File: src/rtl/led_chaser_multi.sv
// rtl/led_chaser_multi.sv - parametrised running-LED driver with prescaler and mode select
//
// Drives a bank of WIDTH LEDs with a moving lit segment. The segment advances
// once every PRESC_DIV clock cycles while enabled. The mode input selects
// rotate-left, rotate-right, bounce or hold.
//
// Optional feature macro: LED_CHASER_FILL_EN. When it is defined, mode 11
// fills the bank from the LSB and then drains it, instead of holding.
//
// Parameters:
//   WIDTH      number of LEDs (>= 2)
//   SEED_ONES  contiguous lit LEDs in the LSB-aligned seed (1..WIDTH-1)
//   PRESC_DIV  clk cycles per pattern step (>= 1)
//   PRESC_W    prescaler counter width (2**PRESC_W >= PRESC_DIV)
//
// Ports:
//   clk    in   1      system clock, rising edge
//   rs_n   in   1      asynchronous active-low reset
//   en     in   1      1 = run, 0 = freeze prescaler and pattern
//   mode   in   2      00 rot-left, 01 rot-right, 10 bounce, 11 hold (or fill/drain)
//   led    out  WIDTH  registered LED pattern
//   step   out  1      high in the cycle led shows a new pattern
//   dir_o  out  1      direction, 0 = toward MSB, 1 = toward LSB
module led_chaser_multi #(
  parameter int WIDTH     = 8,
  parameter int SEED_ONES = 2,
  parameter int PRESC_DIV = 12_500_000,
  parameter int PRESC_W   = 24
) (
  input  logic             clk,
  input  logic             rs_n,
  input  logic             en,
  input  logic [1:0]       mode,
  output logic [WIDTH-1:0] led,
  output logic             step,
  output logic             dir_o
);

  generate
    if (WIDTH < 2 || SEED_ONES < 1 || SEED_ONES > WIDTH - 1) begin : g_bad_shape
      $error("led_chaser_multi: WIDTH must be >= 2 and SEED_ONES within 1..WIDTH-1");
    end
    if (PRESC_DIV < 1 || PRESC_W < 1 || (PRESC_W < 31 && (1 << PRESC_W) < PRESC_DIV)) begin : g_bad_presc
      $error("led_chaser_multi: PRESC_DIV must be >= 1 and fit in PRESC_W bits");
    end
  endgenerate

  typedef enum logic [1:0] {
    M_ROTL   = 2'b00,
    M_ROTR   = 2'b01,
    M_BOUNCE = 2'b10,
    M_HOLD   = 2'b11
  } mode_t;

  // SEED_ONES ones packed against the LSB.
  localparam logic [WIDTH-1:0]   SEED    = {WIDTH{1'b1}} >> (WIDTH - SEED_ONES);
  localparam logic [PRESC_W-1:0] CNT_MAX = PRESC_W'(PRESC_DIV - 1);

  logic [PRESC_W-1:0] cnt, cnt_d;
  logic [1:0]         mode_q;
  logic [WIDTH-1:0]   led_d;
  logic               dir_d;
  logic               step_d;
  logic               mode_chg;
  logic               tick;

`ifdef LED_CHASER_FILL_EN
  logic               fill, fill_d;
  logic [WIDTH-1:0]   fill_nxt;
  logic [WIDTH-1:0]   drain_nxt;
`endif

  always_comb begin
    mode_chg = (mode != mode_q);
    // A prescaler wrap that lands on a mode change is dropped; the reload wins.
    tick     = en && (cnt == CNT_MAX) && !mode_chg;

    led_d    = led;
    dir_d    = dir_o;
    cnt_d    = cnt;
    step_d   = 1'b0;
`ifdef LED_CHASER_FILL_EN
    fill_d    = fill;
    fill_nxt  = {led[WIDTH-2:0], 1'b1};
    drain_nxt = {led[WIDTH-2:0], 1'b0};
`endif

    if (mode_chg) begin
      // Any mode change restarts the pattern from the seed, even while frozen.
      led_d  = SEED;
      dir_d  = 1'b0;
      cnt_d  = '0;
`ifdef LED_CHASER_FILL_EN
      fill_d = 1'b1;
`endif
    end else if (en) begin
      if (tick) begin
        cnt_d  = '0;
        step_d = 1'b1;
        case (mode_t'(mode_q))
          M_ROTL: begin
            led_d = {led[WIDTH-2:0], led[WIDTH-1]};
            dir_d = 1'b0;
          end
          M_ROTR: begin
            led_d = {led[0], led[WIDTH-1:1]};
            dir_d = 1'b1;
          end
          M_BOUNCE: begin
            // Turn around when the segment touches an end, so popcount is preserved.
            if (!dir_o) begin
              if (led[WIDTH-1]) begin
                dir_d = 1'b1;
                led_d = led >> 1;
              end else begin
                led_d = led << 1;
              end
            end else begin
              if (led[0]) begin
                dir_d = 1'b0;
                led_d = led << 1;
              end else begin
                led_d = led >> 1;
              end
            end
          end
          M_HOLD: begin
`ifdef LED_CHASER_FILL_EN
            dir_d = 1'b0;
            if (fill) begin
              led_d = fill_nxt;
              if (&fill_nxt) fill_d = 1'b0;
            end else begin
              led_d = drain_nxt;
              if (drain_nxt == '0) fill_d = 1'b1;
            end
`else
            led_d = led;
`endif
          end
          default: led_d = led;
        endcase
      end else begin
        cnt_d = cnt + PRESC_W'(1);
      end
    end
  end

  always_ff @(posedge clk or negedge rs_n) begin
    if (!rs_n) begin
      led    <= SEED;
      dir_o  <= 1'b0;
      step   <= 1'b0;
      cnt    <= '0;
      mode_q <= 2'b00;
`ifdef LED_CHASER_FILL_EN
      fill   <= 1'b1;
`endif
    end else begin
      led    <= led_d;
      dir_o  <= dir_d;
      step   <= step_d;
      cnt    <= cnt_d;
      mode_q <= mode;
`ifdef LED_CHASER_FILL_EN
      fill   <= fill_d;
`endif
    end
  end

endmodule

File: config.mk
export PLATFORM = sky130hd
export DESIGN_NAME = led_chaser_multi
export DESIGN_NICKNAME = d
export VERILOG_FILES = /design/src/rtl/led_chaser_multi.sv
export SDC_FILE = /design/constraint.sdc
export NUM_CORES = 1
export LEC_CHECK = 0
export BUFFER_PORTS_ARGS = -buffer_cell sky130_fd_sc_hd__buf_4
export CAP_MARGIN = 10
export CORE_MARGIN = 3
export CORE_UTILIZATION = 60
export DETAILED_ROUTE_END_ITERATION = 10
export PLACE_DENSITY = 0.85
export SLEW_MARGIN = 20
export SYNTH_ARGS = -nofsm -noshare
export SYNTH_HDL_FRONTEND = slang
export SYNTH_SLANG_ARGS = --single-unit
File: constraint.sdc
create_clock -name clk -period 5.3 [get_ports clk]
set_input_delay 0.795 -clock clk [delete_from_list [all_inputs] [get_ports clk]]
set_output_delay 0.795 -clock clk [all_outputs]
set_load 0.01 [all_outputs]
==> qor.csv <==
metric;value;unit
status;completed;
maxSlewHeadroom;56.4;%
syn_to_final_growth;10.1;%
p_per_area;213;nW/um2
reg2reg_to;cnt[20];
worst_path_max_delay_cell;or4_1;
peakVddDrop;0.164;mV
multi_input_area;1010;um2
die_height;63.3;um
fin_hold_ws;0.383;ns
synth_area;1970;um2
finClkSkew;0.00959;ns
numCtsBuffers;5;
hpwl;2.85;mm
synth_area_per_cell;9.21;um2
routed_wl;4.01;mm
cts_tree;done;
finalCritPeriodShare;39.6;%
core-area;3100;um2
crit_end;cnt[20];
antennaDiodeCount;0;
clockBufferDepth;2;
first_pass_iters;4;
rsz0062_at_grt;false;
critical_path_arrival;2.39;ns
r2r_start;cnt[17];
cp-end-kind;flip-flop;
synth_nets;224;
fp.dieW;63.3;um
htree_num_levels;2;
layout.nets;239;
grt_pass1_wl;7.07;mm
worstSkewPairLatency;0.34;ns
cts_root_buffer;clkbuf_4;
crit_chain;inv_2 > or4_1 > or3_1 > or4_1 > nand3_1;
cts-hold-fix-buffers;0;
first_global_vias;1504;
crit_type;flip-flop to flip-flop;
synthCells;214;
r2r_cells;5;
drcViolationCount;0;
p_leak;0.875;nW
cts.sinks;36;
clk_pin_slew;0.10;ns
reg2reg_slack;3.20;ns
ys_warn_count;0;
design_area;2170;um2
maxCapViolations;0;
ant_nets;0;
antenna_found_initial;0;
grt_use_met1;33.1;%
regArea;903;um2
timing.final.crit_period;2.10;ns
dpl-instance-area;2110;um2
gr-total-overflow;0;
use_met2;32.3;%
worstPathRequired;5.59;ns
max_freq;476;MHz
vias;1651;
ys_ff_latch;36;
layout-drive-gt1-share;12.6;%
dieArea;4010;um2
use_met3;5.17;%
hp-class;primary input to async pin;
cts_resized;0;
final-hold-violation-count;0;
ys_seq_area_share;45.8;%
start_util;63.5;%
start_kind;flip-flop;
post_cts_buffers;0;
slew_viol_final;0;
setup_viol;0;
wl_per_cell;14.6;um
fin_tns_setup;0;ns
nFillCells;261;
cpMostUsedCell;or4_1;
power;463;uW
max_stage_delay;0.54;ns
fin_util;69.9;%
tightest_slew;0.648;ns
place_congestion;0.898;
rows;20;
numPortBuffers;14;
grtUsageTotal;22.6;%
vias_per_cell;6.03;
path_max_fanout;8;
globalRoute.busiestLayer;met1;
yosysUniqueCellTypes;42;
dr.first_iter.drc_count;129;
grt_max_degree;37;
startpoint;cnt[17];
ios;15;
-- synth_stat cells --
library cell | instances | area share [%]
a32oi_1 | 2 | 0.89
and3_1 | 4 | 1.3
nand3b_1 | 1 | 0.38
nand2b_1 | 2 | 0.63
nor2_1 | 29 | 5.5
or4_1 | 4 | 1.5
ha_1 | 5 | 3.2
inv_1 | 7 | 1.3
and4_1 | 4 | 1.8
nand2_1 | 16 | 3.0
nor4bb_1 | 1 | 0.51
o211ai_1 | 2 | 0.76
xnor2_1 | 10 | 4.4
clkbuf_1 | 5 | 0.95
nor4_1 | 2 | 0.63
nand3_1 | 9 | 2.3
and4bb_2 | 1 | 0.63
xor2_1 | 8 | 3.6
inv_2 | 1 | 0.19
a21oi_1 | 5 | 1.3
a211oi_1 | 6 | 2.3
a22oi_1 | 4 | 1.5
buf_1 | 1 | 0.19
nand3_2 | 1 | 0.51
or3_2 | 1 | 0.38
o21ai_0 | 8 | 2.0
or4_2 | 1 | 0.44
dfstp_2 | 2 | 2.7
and2_1 | 2 | 0.63
a31oi_1 | 3 | 0.95
nor2b_1 | 2 | 0.63
nand4_1 | 16 | 5.1
nor3_1 | 7 | 1.8
a221oi_1 | 1 | 0.44
and2_0 | 1 | 0.32
dfrtp_1 | 34 | 43
buf_2 | 1 | 0.25
o311ai_0 | 1 | 0.44
a2111oi_0 | 1 | 0.44
o31ai_1 | 1 | 0.38
or2_2 | 1 | 0.32
or3_1 | 1 | 0.32
-- metal layers --
metal | wire length [um] | part of all wire, %
met1 | 1970 | 49
met2 | 1760 | 44
met3 | 234 | 5.8
met4 | 51 | 1.3
met5 | 0 | 0
-- metrics by stage --
step / worst slack (ns) / cells
after detailed placement: 2.85 / 266
after global placement: 2.89 / 266
after floorplan: 3.19 / 214
after global routing: 3.05 / 274
final: 3.20 / 274
after CTS: 3.22 / 274
-- critical path, delay by kind of cell, from the launching register on --
kind	cells	cell delay, ns
simple gates	4	1.45
buf+inv	1	0.08
flops	1	0.51
-- state kept, by name, summed over array words and instances, names as in the netlist --
name,cells
cnt,24
led,8
mode_q,2
dir_o,1
step,1
-- cells by family (layout without fill, tap and decap cells) --
logic type | count (synthesis) | count (layout) | synth area share, %
and+or+nand+nor | 106 | 106 | 28.6
DFF | 36 | 36 | 45.8
adders and majority gates | 5 | 5 | 3.17
buffers and inverters | 15 | 31 | 2.92
AOI/OAI and AO/OA | 34 | 34 | 11.4
xor gates and xnor gates | 18 | 18 | 8.00
-- area by class of cell --
class / count / share of cell area, %
clock buffers: 8 / 2.71
inverters: 8 / 1.38
multi-input cells: 163 / 46.5
flip-flops and latches: 36 / 41.6
well taps: 44 / 2.54
repair buffers: 15 / 5.19
-- cell usage in the layout, fill, tap and decap left out, types with 5 or more instances in the layout --
cell      instances
xnor2_1          10
ha_1              5
nand4_1          16
o21ai_0           8
a21oi_1           5
inv_1             7
nand2_1          16
xor2_1            8
clkbuf_4          5
buf_4            15
a211oi_1          6
nor2_1           29
dfrtp_1          34
nand3_1           9
nor3_1            7
-- power breakdown --
part           switching (mW)  total [mW]  internal [mW]  leakage, nW
Combinational          0.0252      0.0338        0.00856        0.351
Sequential            0.00191       0.278          0.276        0.491
Clock                  0.0858       0.151         0.0654       0.0326
Total                   0.113       0.463          0.350        0.875
-- worst min-delay path by stage --
stage	end	from	slack [ns]
after floorplan	cnt[0]	rs_n	0.50
after global placement	led[1]	led[1]	0.53
after detailed placement	led[1]	led[1]	0.55
after CTS	led[5]	rs_n	0.39
after global routing	led[5]	rs_n	0.40
final	led[5]	rs_n	0.38
Power figures use the tool's default switching activity.
